**src/rtl/piano_play_scheduler.sv**
```systemverilog
// Piano note scheduler: arbitrates manual key play against a looping auto-play song ROM
// and issues one registered note request (code, octave, half-period) every cycle.
module piano_play_scheduler #(
    parameter int CLK_HZ      = 1_000_000,
    parameter int DEB_CYCLES  = 10_000,
    parameter int BEAT_CYCLES = 250_000,
    parameter int GAP_CYCLES  = 20_000
) (
    input  logic        CLK,
    input  logic        RST,
    input  logic [3:0]  Switch,
    input  logic [6:0]  Key,
    output logic        Note_Valid,
    output logic [2:0]  Note_Code,
    output logic [1:0]  Octave,
    output logic [15:0] Half_Period,
    output logic [4:0]  Song_Idx,
    output logic        Note_Start,
    output logic [1:0]  dbg_state
);
    typedef enum logic [1:0] {
        IDLE      = 2'd0,
        MANUAL    = 2'd1,
        AUTO_PLAY = 2'd2,
        AUTO_GAP  = 2'd3
    } state_t;

    localparam int DW = $clog2(DEB_CYCLES + 1);

    state_t        state, state_n;
    logic [3:0]    sw_s1, sw_s2;
    logic [6:0]    key_s1, key_s2;
    logic [2:0]    cand, last_cand, acc;
    logic [DW-1:0] deb_cnt;
    logic [31:0]   tmr, tmr_n;
    logic [4:0]    idx_n, idx_inc;
    logic [7:0]    entry_n;
    logic [1:0]    man_oct, oct_n;
    logic [2:0]    code_n;
    logic [15:0]   hp_n;
    logic          start_n, valid_n;

    // Song entry = {oct, note, beats}; beats == 0 marks the end of the song.
    function automatic logic [7:0] rom_entry(input logic [4:0] i);
        case (i)
            5'd0:    return {2'd2, 3'd1, 3'd1};
            5'd1:    return {2'd2, 3'd1, 3'd1};
            5'd2:    return {2'd2, 3'd5, 3'd1};
            5'd3:    return {2'd2, 3'd5, 3'd1};
            5'd4:    return {2'd2, 3'd6, 3'd1};
            5'd5:    return {2'd2, 3'd6, 3'd1};
            5'd6:    return {2'd2, 3'd5, 3'd2};
            5'd7:    return {2'd2, 3'd4, 3'd1};
            5'd8:    return {2'd2, 3'd4, 3'd1};
            5'd9:    return {2'd2, 3'd3, 3'd1};
            5'd10:   return {2'd2, 3'd3, 3'd1};
            5'd11:   return {2'd2, 3'd2, 3'd1};
            5'd12:   return {2'd2, 3'd2, 3'd1};
            5'd13:   return {2'd2, 3'd1, 3'd2};
            default: return 8'd0;
        endcase
    endfunction

    // Mid-octave half-periods (C4..B4) from integer note frequencies.
    function automatic logic [15:0] mid_hp(input logic [2:0] code);
        case (code)
            3'd1:    return 16'(CLK_HZ / (2 * 262));
            3'd2:    return 16'(CLK_HZ / (2 * 294));
            3'd3:    return 16'(CLK_HZ / (2 * 330));
            3'd4:    return 16'(CLK_HZ / (2 * 349));
            3'd5:    return 16'(CLK_HZ / (2 * 392));
            3'd6:    return 16'(CLK_HZ / (2 * 440));
            3'd7:    return 16'(CLK_HZ / (2 * 494));
            default: return 16'd0;
        endcase
    endfunction

    function automatic logic [15:0] hp_for(input logic [2:0] code, input logic [1:0] oct);
        case (oct)
            2'd1:    return mid_hp(code) << 1;
            2'd2:    return mid_hp(code);
            2'd3:    return mid_hp(code) >> 1;
            default: return 16'd0;
        endcase
    endfunction

    // Timer reload for the sounding part of a note (counts down to 0).
    function automatic logic [31:0] play_len(input logic [2:0] beats);
        return {29'd0, beats} * 32'(BEAT_CYCLES) - 32'(GAP_CYCLES) - 32'd1;
    endfunction

    // Two-stage synchronizers for the asynchronous board inputs.
    always_ff @(posedge CLK or posedge RST) begin
        if (RST) begin
            sw_s1  <= 4'd0;
            sw_s2  <= 4'd0;
            key_s1 <= 7'd0;
            key_s2 <= 7'd0;
        end else begin
            sw_s1  <= Switch;
            sw_s2  <= sw_s1;
            key_s1 <= Key;
            key_s2 <= key_s1;
        end
    end

    // Lowest note wins: scanning upward lets Key[6] (do) override the rest.
    always_comb begin
        cand = 3'd0;
        for (int i = 0; i < 7; i++) begin
            if (key_s2[i]) cand = 3'(7 - i);
        end
    end

    // Debounce: a candidate is accepted once it has been seen DEB_CYCLES cycles in a row.
    always_ff @(posedge CLK or posedge RST) begin
        if (RST) begin
            last_cand <= 3'd0;
            deb_cnt   <= '0;
            acc       <= 3'd0;
        end else if (cand != last_cand) begin
            last_cand <= cand;
            deb_cnt   <= DW'(1);
            if (DEB_CYCLES == 1) acc <= cand;
        end else if (deb_cnt != DW'(DEB_CYCLES)) begin
            deb_cnt <= deb_cnt + DW'(1);
            if (deb_cnt == DW'(DEB_CYCLES - 1)) acc <= cand;
        end
    end

    assign man_oct   = sw_s2[2] ? 2'd3 : sw_s2[1] ? 2'd2 : sw_s2[0] ? 2'd1 : 2'd0;
    assign idx_inc   = Song_Idx + 5'd1;
    assign dbg_state = state;

    // Next state, song position, note timer and the note request for the next cycle.
    always_comb begin
        state_n = state;
        idx_n   = Song_Idx;
        tmr_n   = tmr;
        start_n = 1'b0;
        entry_n = 8'd0;
        valid_n = 1'b0;
        code_n  = 3'd0;
        oct_n   = 2'd0;
        hp_n    = 16'd0;
        if (sw_s2[3]) begin
            case (state)
                AUTO_PLAY: begin
                    if (tmr == 32'd0) begin
                        state_n = AUTO_GAP;
                        tmr_n   = 32'(GAP_CYCLES - 1);
                    end else begin
                        tmr_n = tmr - 32'd1;
                    end
                end
                AUTO_GAP: begin
                    if (tmr == 32'd0) begin
                        state_n = AUTO_PLAY;
                        start_n = 1'b1;
                        // End marker (or running off index 31) loops straight back to idx0.
                        idx_n   = ((rom_entry(idx_inc) & 8'h07) == 8'h00) ? 5'd0 : idx_inc;
                    end else begin
                        tmr_n = tmr - 32'd1;
                    end
                end
                default: begin
                    state_n = AUTO_PLAY;
                    start_n = 1'b1;
                    idx_n   = 5'd0;
                end
            endcase
        end else if (sw_s2[2:0] != 3'd0) begin
            state_n = MANUAL;
        end else begin
            state_n = IDLE;
        end
        entry_n = rom_entry(idx_n);
        if (start_n) tmr_n = play_len(entry_n[2:0]);
        case (state_n)
            MANUAL: begin
                if (acc != 3'd0) begin
                    valid_n = 1'b1;
                    code_n  = acc;
                    oct_n   = man_oct;
                    hp_n    = hp_for(acc, man_oct);
                end
            end
            AUTO_PLAY: begin
                if (entry_n[5:3] != 3'd0) begin
                    valid_n = 1'b1;
                    code_n  = entry_n[5:3];
                    oct_n   = entry_n[7:6];
                    hp_n    = hp_for(entry_n[5:3], entry_n[7:6]);
                end
            end
            default: ;
        endcase
    end

    // State and registered note request.
    always_ff @(posedge CLK or posedge RST) begin
        if (RST) begin
            state       <= IDLE;
            tmr         <= 32'd0;
            Song_Idx    <= 5'd0;
            Note_Start  <= 1'b0;
            Note_Valid  <= 1'b0;
            Note_Code   <= 3'd0;
            Octave      <= 2'd0;
            Half_Period <= 16'd0;
        end else begin
            state       <= state_n;
            tmr         <= tmr_n;
            Song_Idx    <= idx_n;
            Note_Start  <= start_n;
            Note_Valid  <= valid_n;
            Note_Code   <= code_n;
            Octave      <= oct_n;
            Half_Period <= hp_n;
        end
    end
endmodule

```
**config.mk**
```make
export PLATFORM = sky130hd
export DESIGN_NAME = piano_play_scheduler
export DESIGN_NICKNAME = d
export VERILOG_FILES = /design/src/rtl/piano_play_scheduler.sv
export SDC_FILE = /design/constraint.sdc
export NUM_CORES = 1
export LEC_CHECK = 0
export ABC_CLOCK_PERIOD_IN_PS = 4100
export CORE_UTILIZATION = 55
export CTS_BUF_LIST = sky130_fd_sc_hd__clkbuf_4 sky130_fd_sc_hd__clkbuf_8 sky130_fd_sc_hd__clkbuf_16
export DETAILED_ROUTE_END_ITERATION = 8
export DONT_BUFFER_PORTS = 1
export PLACE_DENSITY = 0.73
export SKIP_CTS_REPAIR_TIMING = 1
export SYNTH_ARGS = -nofsm -noshare
export SYNTH_HDL_FRONTEND = slang
export SYNTH_SLANG_ARGS = --single-unit
```
**constraint.sdc**
```tcl
create_clock -name CLK -period 4.1 [get_ports CLK]
set_clock_uncertainty 0.05 [all_clocks]
set_input_delay 0.82 -clock CLK [delete_from_list [all_inputs] [get_ports CLK]]
set_output_delay 0.82 -clock CLK [all_outputs]
set_load 0.01 [all_outputs]
```
==> results by group <==
Status
  – Outcome: finished clean

Clocking
  – CTS Buffer Depth: 2
  – Clock-pin slew on the worst setup and hold paths: 0.11 ns
  – CTS tree: done
  – Htree depth: 3
  – Clock Latency Late Sink: 0.39 ns
  – CTS Buf Count: 9
  – CTS sink cnt: 100
  – Root Buffer: clkbuf_8

Place
  – Placer congestion estimate: 0.975
  – Buffers on Ports: 0
  – Post-detail-place hpwl: 10000 µm
  – Pre-CTS setup slack: 0.0143 ns

Synth
  – FF+latch count, synth: 100
  – Synth Area in XOR/XNOR: 2.93%
  – Main combinational cell family by area after synthesis: simple AND/OR/NAND/NOR gates
  – Synth Instances: ~640
  – Fraction of synthesized cell area taken by the top area cell type: 44.0%
  – Seq/Total Area, Yosys: 44.0%
  – Commonest register cell after synthesis: dfrtp_1
  – Top cells by area, synth: dfrtp_1 (44%), o21ai_0 (5.3%), ha_1 (4.4%), nand2_1 (4.4%), nor2_1 (4.4%)
  – Ys async rst share: 100%
  – Synth Area in Compound Gates: around a fifth
  – Yosys top cell by area: dfrtp_1
  – Post-Synth Simple-Gate Area: 21.1%
  – Ys Warns: 0
  – Synth Area per Inst: 8.85 µm²
  – Number of flops mapped to enable cells by yosys: 0
  – Post-synth cell types: 75
  – Multiplexer share of the synthesized area: 1.74%
  – Adder-Cell Fraction of Synth Area: 4.40%
  – Synth Cell Area: 5680 µm²

GRT
  – Total Routing Usage GR: between 20% and 30%
  – First-pass GRT wire length: between 20000 and 25000 µm
  – Largest net degree at the start of global routing: 47
  – Global route overflow: 0
  – Antenna violations before repair: 0
  – Number of global-route vias before repair: 4680

STA
  – Share of the clock period used by the worst path: 95.9%
  – Worst Tran Pin Value: roughly 0.99 ns
  – Setup ws final: 0.168 ns
  – Final setup fails: 0
  – Setup TNS Final: 0 ns
  – Worst hold slack: between 0.2 and 0.25 ns
  – Achievable frequency: 254 MHz
  – Final hold violations: 0
  – Slew Limit Headroom: between 30 and 40%
  – Final Slew Violations: 0
  – Tmin final: 3.93 ns

Critical path
  – Flop2flop setup slack: 0.17 ns
  – Worst setup SP type: register
  – Crit path kind: register to register
  – Crit-path max cell delay: 0.57 ns
  – Endpoint type of the worst setup path: register
  – Critical-path cell list: or4_4 > or4_4 > o41a_1 > buf_4 > a211oi_4 > mux2i_1 > o21ai_0 > buf_4 > ha_1 > nand2b_1 > o21ai_0 > a22o_1
  – Critical path data required time: 4.33 ns
  – Slowest-stage cell, CP: or4_4
  – CP max FO: 6
  – Crit path DAT: 4.17 ns
  – Reg-to-Reg End: tmr[13]$_DFFE_PP0P_
  – Reg-to-Reg Start: tmr[26]$_DFFE_PP0P_
  – Cells on worst reg2reg path: 12

Drt
  – Remaining DRCs: 0
  – Initial DRC Count: ~460
  – Final ANT Viol Nets: 0
  – DR pass1 iterations: 5
  – Via count: 4911
  – Vias/cell: approximately 6.2
  – WL final: 14000 µm
  – WL per Instance: 17.7 µm

Floorplan
  – Core Area: 9910 µm²
  – Die Span Y: 104 µm
  – IO Pins: 43
  – Starting Density: 57.4%
  – Die area: between 10000 and 15000 µm²
  – Site Rows: 36
  – Die Width: 104 µm

Power and ir drop
  – Total Power: between 1.5 and 2 mW
  – Switch Pwr: 0.559 mW
  – PD cells: 308 nW/µm²
  – Clk pwr share: 33.2%
  – Switching Share: 29.2%
  – Leak: 2.70 nW
  – Sequential power share: a little under three fifths
  – Int Pwr: 1.36 mW
  – Maximum VDD drop: 0.000383 V
  – Comb pwr share: 10.3%

Job
  – Maxcap violations: 0

Cells and area
  – Most frequent cells in the layout: dfrtp_1 (100), nand2_1 (66), nor2_1 (65)
  – Area Overhead vs Synth: 9.25%
  – Antenna Cells: 0
  – Layout Nets: 689
  – Share of layout cells above drive strength 1: 12.1%
  – Most common cell after layout, fill and taps aside: dfrtp_1
  – Fin util: 62.7%

Min path
  – Worst hold path class: input pin to async pin
-- metal layers --
| layer | global-route usage [%] | routed length (µm) |
|---|---|---|
| met4 | 8.37 | 180 |
| met2 | 41.9 | 6670 |
| met5 | 0 | 0 |
| met1 | 37.3 | 6310 |
| met3 | 6.36 | 871 |
-- cells in the mapped netlist, types with 10 or more instances --
library cell	number
nor4_1	10
nor3_1	20
clkbuf_1	27
xnor2_1	12
nand3_1	23
ha_1	20
o21ai_0	60
nor2_1	66
nand2_1	66
a21oi_1	40
dfrtp_1	100
inv_1	30
-- sequential cells by signal (all words and copies together), names as in the netlist --
register and flops:
last_cand 3, Octave 2, tmr 32, Note_Valid 1, acc 3, key_s1 7
key_s2 7, Half_Period 12, sw_s1 4, deb_cnt 14, dbg_state 2, Song_Idx 5
Note_Code 3, Note_Start 1, sw_s2 4
-- metrics by stage --
step | instances | area, µm²
global placement | 776 | 5950
floorplan | 645 | 5700
global route | 794 | 6210
CTS | 792 | 6150
detailed placement | 776 | 5950
finish | 794 | 6210
-- logic make-up (layout without fill, tap and decap cells) --
logic type,after synthesis,count (layout)
and+or+nand+nor,246,246
AOI/OAI and AO/OA,182,182
DFF,100,100
buffers and inverters,65,81
adders and majority gates,20,20
xor gates and xnor gates,19,19
muxes,9,9
other,1,4
-- critical path, delay by kind of cell, from the launching register on --
kind	cells	cell delay, ns
simple gates	3	1.21
compound gates	5	1.18
flops	1	0.43
buf+inv	2	0.37
fa+ha+maj	1	0.30
mux	1	0.27
-- power by group through the flow --
stage / clock network [mW] / logic (mW) / registers (mW)
3_5_place_dp: 0 / 0.193 / 1.10
3_3_place_gp: 0 / 0.185 / 1.10
2_1_floorplan: 0 / 0.149 / 1.08
5_1_grt: 0.686 / 0.224 / 1.09
6_report: 0.636 / 0.197 / 1.08
4_1_cts: 0.653 / 0.193 / 1.08
-- layout make-up --
cell class,instances,area [µm²]
Fill cell,834,3700
Tap cell,133,166
Timing Repair Buffer,33,248
Clock buffer,10,138
Sequential cell,100,2500
Multi-Input combinational cell,480,2970
Inverter,32,123
Clock inverter,6,65.1
-- worst max-delay path by stage --
stage	depth (start not counted)	endpoint	startpoint
floorplan	17	tmr[20]$_DFFE_PP0P_	Song_Idx[0]$_DFF_PP0_
global placement	14	Half_Period[9]$_DFF_PP0_	tmr[26]$_DFFE_PP0P_
detailed placement	14	Half_Period[9]$_DFF_PP0_	tmr[26]$_DFFE_PP0P_
CTS	14	Half_Period[9]$_DFF_PP0_	tmr[26]$_DFFE_PP0P_
global route	14	tmr[13]$_DFFE_PP0P_	tmr[0]$_DFFE_PP0P_
finish	12	tmr[13]$_DFFE_PP0P_	tmr[26]$_DFFE_PP0P_
(Power assumes the default switching activity.)
